File: config.mk
export PLATFORM = sky130hd
export DESIGN_NAME = mac_result_fifo_flat
export DESIGN_NICKNAME = d
export VERILOG_FILES = /design/src/rtl/mac_result_fifo_if.sv /design/src/rtl/mac_result_fifo.sv /design/src/flat_wrapper.sv
export SDC_FILE = /design/constraint.sdc
export NUM_CORES = 1
export LEC_CHECK = 0
export BUFFER_PORTS_ARGS = -buffer_cell sky130_fd_sc_hd__buf_2
export CORE_ASPECT_RATIO = 0.9
export CORE_MARGIN = 10
export CORE_UTILIZATION = 59
export CTS_CLUSTER_SIZE = 40
export DETAILED_ROUTE_END_ITERATION = 10
export PLACE_DENSITY = 0.78
export SLEW_MARGIN = 10
export SYNTH_ARGS = -nofsm -noshare
export SYNTH_HDL_FRONTEND = slang
export SYNTH_SLANG_ARGS = --single-unit
File: constraint.sdc
create_clock -name clk -period 4.6 [get_ports clk]
set_input_delay 0.23 -clock clk [delete_from_list [all_inputs] [get_ports clk]]
set_output_delay 0.23 -clock clk [all_outputs]
set_load 0.05 [all_outputs]
File: src/rtl/mac_result_fifo_if.sv
// Result bus between the MAC result FIFO and its neighbours.
// Carries the MAC-side write (din/valid_in), the consumer-side read
// (dout/valid_out/ready_in) and the status outputs (count/full/overflow).
// slave  : the FIFO itself.
// master : the environment around it (MAC producer plus consumer).
// Data fields are plain bit vectors. The consumer interprets them as signed
// two's complement; the FIFO stores and returns them bit-exact.
interface mac_result_fifo_if #(
  parameter int OUT_WIDTH = 20,
  parameter int DEPTH     = 8,
  parameter int CNT_WIDTH = $clog2(DEPTH + 1)
);
  logic [OUT_WIDTH-1:0] din;
  logic                 valid_in;
  logic [OUT_WIDTH-1:0] dout;
  logic                 valid_out;
  logic                 ready_in;
  logic [CNT_WIDTH-1:0] count;
  logic                 full;
  logic                 overflow;

  modport slave (
    input  din, valid_in, ready_in,
    output dout, valid_out, count, full, overflow
  );

  modport master (
    output din, valid_in, ready_in,
    input  dout, valid_out, count, full, overflow
  );
endinterface

File: src/rtl/mac_result_fifo.sv
// Purpose: buffers MAC accumulator results in a show-ahead FIFO and sets a sticky overflow flag.
// Latency: a result written into an empty FIFO is on dout with valid_out=1 right after the write edge.
// Backpressure: the consumer stalls with ready_in; the MAC cannot be stalled, so writes to a full FIFO are dropped.
// Ports: clk, reset (async, active-low), bus (mac_result_fifo_if.slave):
//   din/valid_in from the MAC, dout/valid_out/ready_in to the consumer,
//   count/full/overflow as status.
// DEPTH must be a power of two (at least 2) so the pointers wrap naturally.
module mac_result_fifo #(
  parameter int OUT_WIDTH = 20,
  parameter int DEPTH     = 8,
  parameter int CNT_WIDTH = $clog2(DEPTH + 1)
) (
  input  logic             clk,
  input  logic             reset,
  mac_result_fifo_if.slave bus
);

  localparam int PTR_W = $clog2(DEPTH);
  localparam logic [CNT_WIDTH-1:0] DEPTH_CNT = CNT_WIDTH'(DEPTH);

  logic [OUT_WIDTH-1:0] mem [DEPTH];
  logic [PTR_W-1:0]     wr_ptr;
  logic [PTR_W-1:0]     rd_ptr;
  logic [CNT_WIDTH-1:0] count_q;
  logic                 overflow_q;

  logic full_w;
  logic valid_w;
  logic push;
  logic pop;
  logic drop;

  assign full_w  = (count_q == DEPTH_CNT);
  assign valid_w = (count_q != '0);

  // A pop frees a slot in the same edge, so a full FIFO still accepts a
  // write when the consumer is reading. ready_in is ignored when empty.
  assign pop  = valid_w && bus.ready_in;
  assign push = bus.valid_in && (!full_w || pop);
  assign drop = bus.valid_in && full_w && !pop;

  always_ff @(posedge clk or negedge reset) begin
    if (!reset) begin
      wr_ptr     <= '0;
      rd_ptr     <= '0;
      count_q    <= '0;
      overflow_q <= 1'b0;
    end else begin
      if (push) wr_ptr <= wr_ptr + 1'b1;
      if (pop)  rd_ptr <= rd_ptr + 1'b1;

      case ({push, pop})
        2'b10:   count_q <= count_q + 1'b1;
        2'b01:   count_q <= count_q - 1'b1;
        default: count_q <= count_q;
      endcase

      // Sticky: only reset clears it.
      if (drop) overflow_q <= 1'b1;
    end
  end

  // Storage has no reset. Its contents are never observed while the FIFO
  // is empty because of the dout gating below.
  always_ff @(posedge clk) begin
    if (push) mem[wr_ptr] <= bus.din;
  end

  // Show-ahead head. Gating with valid_w forces dout to 0 as soon as reset
  // asserts, without waiting for an edge and without clearing the array.
  // The head slot cannot be overwritten while it is occupied, so dout holds
  // steady during a stall.
  assign bus.dout      = valid_w ? mem[rd_ptr] : '0;
  assign bus.valid_out = valid_w;
  assign bus.count     = count_q;
  assign bus.full      = full_w;
  assign bus.overflow  = overflow_q;

endmodule

File: src/flat_wrapper.sv
// flat-port wrapper written by rule: the top's interface ports become plain ports
module mac_result_fifo_flat 
#(
  parameter int OUT_WIDTH = 20,
  parameter int DEPTH     = 8,
  parameter int CNT_WIDTH = $clog2(DEPTH + 1)
)
  (clk, reset, bus_din, bus_valid_in, bus_ready_in, bus_dout, bus_valid_out, bus_count, bus_full, bus_overflow);
  mac_result_fifo_if #(.OUT_WIDTH(OUT_WIDTH), .DEPTH(DEPTH), .CNT_WIDTH(CNT_WIDTH)) bus_i ();
  input  logic clk;
  input  logic reset;
  input wire logic [$bits(bus_i.din)-1:0] bus_din;
  input wire logic [$bits(bus_i.valid_in)-1:0] bus_valid_in;
  input wire logic [$bits(bus_i.ready_in)-1:0] bus_ready_in;
  output wire logic [$bits(bus_i.dout)-1:0] bus_dout;
  output wire logic [$bits(bus_i.valid_out)-1:0] bus_valid_out;
  output wire logic [$bits(bus_i.count)-1:0] bus_count;
  output wire logic [$bits(bus_i.full)-1:0] bus_full;
  output wire logic [$bits(bus_i.overflow)-1:0] bus_overflow;
  assign bus_i.din = bus_din;
  assign bus_i.valid_in = bus_valid_in;
  assign bus_i.ready_in = bus_ready_in;
  assign bus_dout = bus_i.dout;
  assign bus_valid_out = bus_i.valid_out;
  assign bus_count = bus_i.count;
  assign bus_full = bus_i.full;
  assign bus_overflow = bus_i.overflow;
  mac_result_fifo #(.OUT_WIDTH(OUT_WIDTH), .DEPTH(DEPTH), .CNT_WIDTH(CNT_WIDTH)) u_core (.clk(clk), .reset(reset), .bus(bus_i));
endmodule
==> results of run 1 <==
## timing repair
action,CTS,global route
gates resized for setup,0,0
endpoints found under the hold margin,11,0
hold buffers,1,0
## per-layer routing
metal | share of wire (%) | vias up | wire [um]
met5 | 0 | - | 0
met4 | 2.0 | 0 | 250
met3 | 4.8 | 25 | 609
met2 | 51 | 105 | 6558
met1 | 42 | 1680 | 5331
li1 | - | 1409 | -
## where the power goes
group | internal [mW] | switching (mW) | leakage, nW | total (mW)
combinational | 0.746 | 1.35 | 0.777 | 2.10
clock | 1.02 | 0.574 | 0.326 | 1.59
sequential | 1.98 | 0.181 | 1.58 | 2.16
## stage by stage
step / hold slack, ps / util [%] / setup slack, ps / cells / cell area, um^2
after floorplan: -65.59 / - / 1035 / 302 / 6679
after global routing: 63.19 / 71.41 / 1522 / 532 / 7816
after detailed placement: 122.4 / 65.20 / 1788 / 498 / 7137
after CTS: 47.25 / 71.39 / 1631 / 531 / 7814
final: 63.56 / 71.43 / 1703 / 533 / 7819
after global placement: 113.9 / 65.20 / 1880 / 498 / 7137
## state kept, by name (all words and copies together) (netlist names)
register	flops
u_core.mem	160
u_core.bus.overflow	1
u_core.bus.count	4
u_core.rd_ptr	3
u_core.wr_ptr	3
## cells by family after synthesis
group                    Yosys count  synth area share, %
buffers and inverters             22                1.779
flip-flops                       171                76.06
adder cells (fa/ha/maj)            5               0.9367
AND/OR/NAND/NOR                   23                2.248
AO/OA/AOI/OAI                     30                3.915
multiplexers                      44                14.14
XOR/XNOR                           7               0.9180
## Yosys cell counts (all sizes together) (2+ instances only)
| master | n | area share, % |
|---|---|---|
| a22o | 20 | 2.6 |
| buf | 13 | 1.3 |
| clkbuf | 4 | 0.22 |
| dfrtp | 11 | 4.1 |
| edfxtp | 160 | 72 |
| ha | 5 | 0.94 |
| inv | 5 | 0.28 |
| mux2 | 3 | 0.51 |
| mux4 | 40 | 13 |
| nand2 | 2 | 0.11 |
| nand2b | 2 | 0.19 |
| nor2 | 4 | 0.22 |
| nor2b | 2 | 0.30 |
| nor3 | 4 | 0.30 |
| o211ai | 2 | 0.22 |
| or4 | 2 | 0.22 |
| or4b | 2 | 0.36 |
| xnor2 | 6 | 0.79 |
## cell type report
type,instances,area share [%]
flip-flops and latches,171,64.99
multi-input cells,109,19.36
clock buffers,17,5.441
repair buffers,62,4.385
clock inverters,15,3.088
well taps,152,2.432
inverters,5,0.2400
diodes,2,0.06401
## placed cells by master (no fill, tap or decap), types with 2 or more instances in the layout
master     instances
nand2_1            2
xnor2_1            6
mux4_2            40
nor3_2             4
inv_1              5
a22o_1            20
buf_2             50
clkinv_2           3
dfrtp_1           10
bufinv_16          6
nor2_2             3
buf_4             11
nand2b_1           2
diode_2            2
o211ai_1           2
inv_6              4
clkbuf_16         17
or4_1              2
edfxtp_1         160
ha_1               5
mux2_1             2
## worst register-to-register path: cells and delay by family, from the launching register on
family / cells / cell delay [ps]
DFF: 1 / 450
AOI/OAI and AO/OA: 3 / 880
and+or+nand+nor: 2 / 1010
adders and majority gates: 1 / 330
## worst max-delay path by stage
stage / start / to / slack [ps]
floorplan: u_core.bus.count[1] / u_core.mem[0][0] / 1030
global placement: u_core.bus.count[2] / u_core.bus.count[3] / 1880
detailed placement: u_core.bus.count[2] / u_core.bus.count[3] / 1790
CTS: u_core.rd_ptr[0] / bus_dout[9] / 1630
global route: u_core.rd_ptr[0] / bus_dout[9] / 1520
finish: u_core.rd_ptr[0] / bus_dout[9] / 1700
==> qor.csv, run 1 <==
stage,metric,value,unit
critical_path,worstPathArrival,2670,ps
critical_path,critPathBufInv,2,
place,gp_congestion,0.7601,
clocking,numCtsBuffers,17,
synthesis,synth_edf_count,160,
sta,min_period,2897,ps
synthesis,yosys_warnings,0,
global_route,grt_pass1_wl,20.02,mm
min_path,hold_start,bus_din[15],
critical_path,cp_slowest_cell,dfrtp_2,
place,portBuffers,50,
finish,num-fill-cells,650,
sta,fmax,345.1,MHz
clocking,clock_path_buffers,2,
clocking,path_clk_slew,60,ps
power_and_ir_drop,power.density,748.4,nW/um^2
floorplanning,die-area,15980,um^2
synthesis,ys_ff_latch,171,
synthesis,synth_fp_nets,331,
global_route,grt_overflow,0,
power_and_ir_drop,p_leak,2.685,nW
synthesis,syn_avg_cell_area,22.12,um^2
floorplanning,rows,36,
critical_path,r2r_end,u_core.bus.count[3],
critical_path,timing.rr.start,u_core.bus.count[2],
power_and_ir_drop,total_power,5.852,mW
global_route,grt_use_total,16.80,%
finish,syn2layout_area_growth,17.07,%
critical_path,crit_path_end_kind,primary output,
clocking,cts_sinks,171,
sta,tns,0,ps
critical_path,ff2ff_path_depth,6,
power_and_ir_drop,peakVddDrop,0.4412,mV
critical_path,crit_cells,4,
drt,via_count,3219,
sta,rsz0062_at_grt,no,
clocking,htree_levels,4,
drt,drc,0,
floorplanning,start_util,61.02,%
sta,min_period_over_period,62.99,%
finish,layout-drive-gt1-share,39.05,%
drt,viasPerCell,6.039,
global_route,use_met2,26.60,%
min_path,worstHoldPathType,in -> reg,
sta,slew_headroom,28.47,%
sta,tightestPinTransition,1072,ps
min_path,hold_end,u_core.mem[1][15],
drt,wl_per_cell,23.92,um
global_route,use_met1,20.58,%
min_path,hold_depth,1,
global_route,grt_start_max_net_pins,35,
floorplanning,die_w,132.2,um
sta,hold_viol_final,0,
outcome,status,finished clean,
clocking,cts_tree,built,
drt,ant_nets,0,
critical_path,r2r_slack,1790,ps
synthesis,synth_top_flop_cell,edfxtp_1,
drt,routed_wl,12.75,mm
critical_path,startpoint_type,flip-flop,
global_route,use_met3,5.505,%
synthesis,syn_area,6679,um^2
sta,setup_viol,0,
clocking,cts_setup_buffers,0,
floorplanning,core,10950,um^2
floorplanning,io_pins,51,
flow_run,drv_cap,0,
synthesis,synthCells,302,
global_route,grt_pass1_vias,3528,
drt,drt-initial-drc-count,376,
sta,drv_slew,0,
synthesis,yosys.cell_types.count,38,
clocking,clk_latency,430,ps
place,dpl.hpwl,7.214,mm
sta,finalClockSkew,7.182,ps
finish,fin_nets,395,
global_route,antenna_found_initial,2,
critical_path,critical-path-top-delay-family,flip-flops,
critical_path,critPathMaxStageDelay,760,ps
clocking,cts_root_buf,clkbuf_16,
critical_path,worstPathRequired,4370,ps
finish,multi_input_area,1514,um^2
synthesis,synthArstFlopShare,6.433,%
synthesis,yosysSeqAreaShare,76.06,%
critical_path,crit_type,reg -> out,
drt,firstDrtPassIters,4,
global_route,busiest_layer,met2,
critical_path,crit_chain,buf_4 > mux4_2 > a22o_1 > buf_2,
critical_path,crit_fanout,18,
finish,seqCellArea,5081,um^2
floorplanning,die-height,120.9,um
(Power assumes the default switching activity.)
==> run 2: changes to the inputs <==
--- a/config.mk
+++ b/config.mk
@@ -5,13 +5,14 @@
 export SDC_FILE = /design/constraint.sdc
 export NUM_CORES = 1
 export LEC_CHECK = 0
+export ABC_AREA = 1
 export BUFFER_PORTS_ARGS = -buffer_cell sky130_fd_sc_hd__buf_2
 export CORE_ASPECT_RATIO = 0.9
 export CORE_MARGIN = 10
-export CORE_UTILIZATION = 59
+export CORE_UTILIZATION = 54
 export CTS_CLUSTER_SIZE = 40
 export DETAILED_ROUTE_END_ITERATION = 10
-export PLACE_DENSITY = 0.78
+export PLACE_DENSITY = 0.76
 export SLEW_MARGIN = 10
 export SYNTH_ARGS = -nofsm -noshare
 export SYNTH_HDL_FRONTEND = slang
==> constraint.sdc (replaced) <==
create_clock -name clk -period 2.6 [get_ports clk]
set_input_delay 0.13 -clock clk [delete_from_list [all_inputs] [get_ports clk]]
set_output_delay 0.13 -clock clk [all_outputs]
set_load 0.05 [all_outputs]
==> run 2 against run 1 <==
Sequential share of layout area is 3.6 points lower. Design area is 5.9% higher. Synthesized cell count is 86% higher. Non-clock buffer count is 36 higher. Core utilization is 5.9 points lower. Critical endpoint is now bus_dout[10]. Highest routed layer unchanged.
==> qor.csv, run 2 <==
stage,metric,value,unit
outcome,status,finished clean,
synthesis,synth_edf_count,160,
finish,final_common_cell,edfxtp_1,
floorplanning,start_util,55.11,%
synthesis,yosys.cell_types.count,30,
drt,wl_per_cell,18.53,um
clocking,cts_root_buf,clkbuf_16,
synthesis,synth_commonest_cells,"edfxtp_1 (160), nor2_1 (148), o21ai_0 (72), nand2_1 (41)",
clocking,numCtsBuffers,17,
sta,tns,0,ps
critical_path,crit_fanout,36,
finish,layout-drive-gt1-share,18.72,%
drt,routed_wl,15.22,mm
global_route,grt_pass1_vias,4736,
place,placedCellCount,768,
global_route,grt_start_max_net_pins,82,
drt,via_count,4711,
sta,fmax,426.0,MHz
sta,finalClockSkew,10.82,ps
synthesis,yosysSeqAreaShare,72.93,%
synthesis,synth_top_flop_cell,edfxtp_1,
floorplanning,rows,39,
synthesis,yosys_warnings,0,
critical_path,startpoint_type,flip-flop,
finish,fin_cells,821,
power_and_ir_drop,peakVddDrop,0.5877,mV
sta,setup_viol,0,
clocking,path_clk_slew,60,ps
place,dpl.hpwl,8.849,mm
critical_path,r2r_slack,440,ps
global_route,grt_use_total,17.14,%
sta,min_period_over_period,90.29,%
critical_path,timing.rr.start,u_core.bus.count[0],
synthesis,synth_area_leader_cell,edfxtp_1,
global_route,antenna_found_initial,0,
finish,multi_input_area,1647,um^2
sta,tightestPinTransition,780.3,ps
sta,fin_hold_ws,42.86,ps
flow_run,drv_cap,0,
drt,drc,0,
floorplanning,die_w,139.7,um
synthesis,synthCells,561,
finish,num-fill-cells,851,
min_path,worstHoldPathType,in -> reg,
critical_path,crit_type,reg -> out,
synthesis,synthArstFlopShare,6.433,%
floorplanning,die-area,17850,um^2
critical_path,worstPathRequired,2470,ps
place,gp_congestion,0.8031,
finish,largest_reg_flops,160,
clocking,cts_sinks,171,
clocking,cts_tree,built,
critical_path,ff2ff_path_depth,12,
synthesis,syn_area,6965,um^2
finish,syn2layout_area_growth,18.90,%
critical_path,crit_path_end_kind,primary output,
drt,viasPerCell,5.738,
floorplanning,core,12640,um^2
critical_path,crit_end,bus_dout[10],
finish,largest-register,u_core.mem,
clocking,clock_path_buffers,2,
finish,fin_util,65.53,%
synthesis,syn_avg_cell_area,12.42,um^2
synthesis,ys_top_cells_by_area,"edfxtp_1 (69%), nor2_1 (8.0%), o21ai_0 (5.2%), dfrtp_1 (4.0%), nand2_1 (2.2%)",
sta,rsz0062_at_grt,no,
finish,final_cell_mix,"edfxtp_1 (160), nor2_1 (144), o21ai_0 (72), buf_2 (50), nand2_1 (41)",
global_route,grt_overflow,0,
clocking,htree_levels,4,
floorplanning,io_pins,51,
drt,drt-initial-drc-count,484,
power_and_ir_drop,p_leak,3.035,nW
synthesis,synth_fp_nets,590,
synthesis,synthDominantCellAreaShare,68.98,%
finish,fin_nets,674,
synthesis,ys_ff_latch,171,
floorplanning,die-height,127.7,um
place,placed_cell_area,7491,um^2
synthesis,synthMostInstantiatedCell,edfxtp_1,
sta,drv_slew,0,
drt,ant_nets,0,
sta,slew_headroom,47.98,%
critical_path,crit_start,u_core.rd_ptr[0],
sta,min_period,2348,ps
finish,design_area,8282,um^2
clocking,clk_latency,430,ps
critical_path,worstPathArrival,2220,ps
finish,seqCellArea,5081,um^2
place,portBuffers,50,
finish,num_antenna_cells,0,
drt,firstDrtPassIters,5,
critical_path,r2r_end,u_core.bus.count[2],
sta,hold_viol_final,0,
global_route,grt_pass1_wl,24.01,mm
power_and_ir_drop,power.density,1282,nW/um^2
==> run 2: report_power, final <==
| group | switching, mW | total, mW | internal, mW |
|---|---|---|---|
| clock network | 1.02 | 2.44 | 1.42 |
| logic | 3.33 | 4.55 | 1.22 |
| registers | 0.213 | 3.62 | 3.41 |
==> run 2: area by class of cell <==
| cell class | count | share of cell area [%] |
|---|---|---|
| clock buffer | 18 | 5.182 |
| multi-input combinational | 341 | 19.88 |
| tap | 164 | 2.478 |
| sequential | 171 | 61.35 |
| timing repair buffer | 98 | 8.642 |
| inverter | 16 | 0.7554 |
| clock inverter | 13 | 1.707 |
==> run 2: routing by layer <==
layer	GRT usage, %	vias to the layer above	share of wire, %
li1	-	2166	-
met1	20.07	2308	41
met2	29.10	209	51
met3	4.148	28	6.5
met4	8.434	0	2.1
met5	0	-	0
==> run 2: worst min path at each step <==
stage | start | endpoint | slack (ps) | cells after the start
2_1_floorplan | reset | u_core.bus.count[0] | -170 | 0
3_5_place_dp | reset | u_core.bus.count[3] | 20 | 1
3_3_place_gp | reset | u_core.bus.count[3] | 10 | 1
6_report | bus_ready_in | u_core.rd_ptr[0] | 40 | 3
4_1_cts | bus_ready_in | u_core.rd_ptr[0] | 30 | 3
5_1_grt | bus_ready_in | u_core.rd_ptr[0] | 60 | 3
==> run 2: through the flow <==
step / setup WS, ps / power [mW]
2_1_floorplan: -24.82 / 7.011
3_3_place_gp: 598.5 / 8.058
3_5_place_dp: 468.3 / 8.191
4_1_cts: 242.7 / 10.65
5_1_grt: 108.7 / 11.16
6_report: 252.4 / 10.62
==> run 2: critical path: stages (launching register included) <==
cell and delay (ps):
dfrtp_2 440, inv_4 330, buf_4 280, nor2_1 60, o211ai_1 180, nand2_1 80, nor2_1 120, buf_2 280
==> run 2: cells by family (layout without fill, tap and decap cells) <==
group,Yosys count,in the layout,share of synthesized area [%]
buffers and inverters,49,145,3.646
AND/OR/NAND/NOR,203,203,11.55
flip-flops,171,171,72.93
adder cells (fa/ha/maj),5,5,0.8981
AO/OA/AOI/OAI,128,128,10.35
XOR/XNOR,5,5,0.6288
==> run 2: repair_timing <==
action / 4_1_cts / 5_1_grt
hold endpoints to repair: 172 / 0
hold buffers: 22 / 0
gates resized for setup: 0 / 0
buffers inserted: 0 / 0
endpoints found under the setup margin: 0 / 0
==> run 3: changes to the inputs <==
--- a/config.mk
+++ b/config.mk
@@ -7,7 +7,6 @@
 export LEC_CHECK = 0
 export ABC_AREA = 1
 export BUFFER_PORTS_ARGS = -buffer_cell sky130_fd_sc_hd__buf_2
-export CORE_ASPECT_RATIO = 0.9
 export CORE_MARGIN = 10
 export CORE_UTILIZATION = 54
 export CTS_CLUSTER_SIZE = 40
==> run 3 against run 2 <==
Final cell count is 0.61% higher. Fmax is 2.2% lower. Routed wire length is 4.5% higher. First-iteration DRC count is 27% higher. Critical path type unchanged. Non-clock buffer count is 2 lower. Via count is 1.3% lower. Power is 1.4% lower. Largest power group unchanged. Register-to-register slack worse by 130 ps. Critical path depth stayed put.
==> qor.csv, run 3 (synthesis results as in run 2) <==
stage,metric,value,unit
clocking,numCtsBuffers,17,
min_path,worstHoldPathType,in -> reg,
floorplanning,core,12620,um^2
critical_path,critPathMaxStageDelay,610,ps
floorplanning,die-height,133.6,um
place,dpl.hpwl,9.244,mm
drt,routed_wl,15.90,mm
floorplanning,die-area,17840,um^2
power_and_ir_drop,power.density,1277,nW/um^2
finish,fin_util,64.99,%
finish,multi_input_area,1647,um^2
place,gp_congestion,0.7689,
critical_path,crit_path_end_kind,primary output,
place,portBuffers,50,
critical_path,worstPathRequired,2470,ps
global_route,grt_overflow,0,
flow_run,drv_cap,0,
clocking,htree_levels,4,
clocking,clk_latency,430,ps
global_route,grt_pass1_wl,25.27,mm
floorplanning,die_w,133.6,um
finish,fin_cells,826,
critical_path,critical-path-top-delay-family,buffers and inverters,
finish,largest_reg_flops,160,
power_and_ir_drop,switching_share,43.56,%
drt,wl_per_cell,19.25,um
global_route,grt_start_max_net_pins,51,
clocking,cts_root_buf,clkbuf_16,
finish,layout-drive-gt1-share,17.58,%
clocking,clock_path_buffers,2,
critical_path,cp_slowest_cell,dfrtp_4,
floorplanning,rows,41,
critical_path,critPathBufInv,3,
finish,fin_nets,672,
power_and_ir_drop,p_seq_share,34.9,%
critical_path,worst_path_most_repeated_cell,nor2_1,
floorplanning,io_pins,51,
global_route,antenna_found_initial,0,
sta,setup_viol,0,
finish,syn2layout_area_growth,17.75,%
finish,seqCellArea,5084,um^2
sta,fin_hold_ws,67.04,ps
sta,tightestPinTransition,485.1,ps
power_and_ir_drop,peakVddDrop,1.354,mV
critical_path,crit_type,reg -> out,
sta,min_period,2400,ps
finish,final_common_cell,edfxtp_1,
global_route,busiest_layer,met2,
sta,drv_slew,0,
finish,largest-register,u_core.mem,
sta,slew_headroom,67.63,%
finish,num-fill-cells,921,
power_and_ir_drop,p_leak,2.990,nW
sta,rsz0062_at_grt,no,
global_route,use_met3,6.090,%
power_and_ir_drop,p_clk_share,21.2,%
sta,min_period_over_period,92.30,%
outcome,status,finished clean,
critical_path,r2r_slack,310,ps
drt,drt-initial-drc-count,617,
clocking,cts_sinks,171,
power_and_ir_drop,p_int,5.909,mW
finish,final_cell_mix,"edfxtp_1 (160), nor2_1 (144), o21ai_0 (72), buf_2 (49), nand2_1 (41)",
critical_path,crit_chain,inv_4 > buf_4 > nor2_1 > o22ai_1 > nor2_1 > nor2_1 > buf_2,
drt,drc,0,
critical_path,crit_cells,7,
place,placedCellCount,773,
global_route,grt_use_total,18.24,%
critical_path,worstPathArrival,2270,ps
global_route,use_met2,29.68,%
drt,viasPerCell,5.631,
sta,fmax,416.7,MHz
critical_path,crit_start,u_core.rd_ptr[0],
critical_path,ff2ff_path_depth,12,
clocking,path_clk_slew,60,ps
global_route,grt_pass1_vias,4814,
power_and_ir_drop,p_comb_share,43.9,%
sta,hold_viol_final,0,
sta,tns,0,ps
sta,finalClockSkew,11.33,ps
critical_path,timing.rr.start,u_core.bus.count[0],
critical_path,crit_fanout,19,
finish,design_area,8202,um^2
floorplanning,start_util,55.20,%
finish,num_antenna_cells,0,
critical_path,r2r_end,u_core.bus.count[2],
drt,firstDrtPassIters,5,
place,placed_cell_area,7453,um^2
critical_path,crit_end,bus_dout[8],
drt,ant_nets,0,
drt,via_count,4651,
clocking,cts_tree,built,
critical_path,startpoint_type,flip-flop,
power_and_ir_drop,p_sw,4.561,mW
global_route,use_met1,21.91,%
==> run 3: worst min-delay path by stage <==
stage | start | endpoint | slack, ps | cells after the start
2_1_floorplan | reset | u_core.bus.count[0] | -170 | 0
3_3_place_gp | reset | u_core.bus.overflow | 10 | 1
3_5_place_dp | reset | u_core.bus.overflow | 20 | 1
4_1_cts | bus_ready_in | u_core.rd_ptr[0] | 40 | 3
5_1_grt | bus_ready_in | u_core.rd_ptr[0] | 70 | 3
6_report | bus_ready_in | u_core.bus.overflow | 70 | 3
==> run 3: power groups by stage <==
stage	logic [mW]	clock network, mW	registers, mW
final	4.60	2.22	3.66
after global placement	4.37	0	3.70
after CTS	4.54	2.26	3.67
after detailed placement	4.48	0	3.72
after global routing	5.00	2.36	3.70
after floorplan	3.29	0	3.72
==> run 3: final cells by class <==
class | count | area share [%]
sequential | 171 | 61.98
timing repair buffer | 96 | 8.314
multi-input combinational | 341 | 20.08
clock inverter | 13 | 1.053
tap | 172 | 2.624
clock buffer | 17 | 5.187
inverter | 16 | 0.7628
==> run 3: metal layers <==
metal	wire (um)	share of wire (%)
met1	6529	41
met2	7896	50
met3	1122	7.1
met4	353	2.2
met5	0	0
==> run 3: per-stage QoR <==
| step | total power [mW] | setup WS (ps) |
|---|---|---|
| floorplan | 7.011 | -24.82 |
| global placement | 8.072 | 546.0 |
| detailed placement | 8.206 | 381.4 |
| CTS | 10.46 | 54.45 |
| global route | 11.06 | 40.87 |
| finish | 10.47 | 200.3 |
==> run 3: timing repair <==
item | CTS | global route
hold buffers | 22 | 0
setup buffers | 0 | 1
resized for setup | 0 | 2
endpoints found under the hold margin | 172 | 0
endpoints found under the setup margin | 0 | 14
==> run 3: worst reg2reg max path: cells and delay by family, from the launching register on <==
family | cells | cell delay, ps
and+or+nand+nor | 5 | 850
DFF | 1 | 440
adders and majority gates | 2 | 440
buffers and inverters | 3 | 260
AOI/OAI and AO/OA | 2 | 210
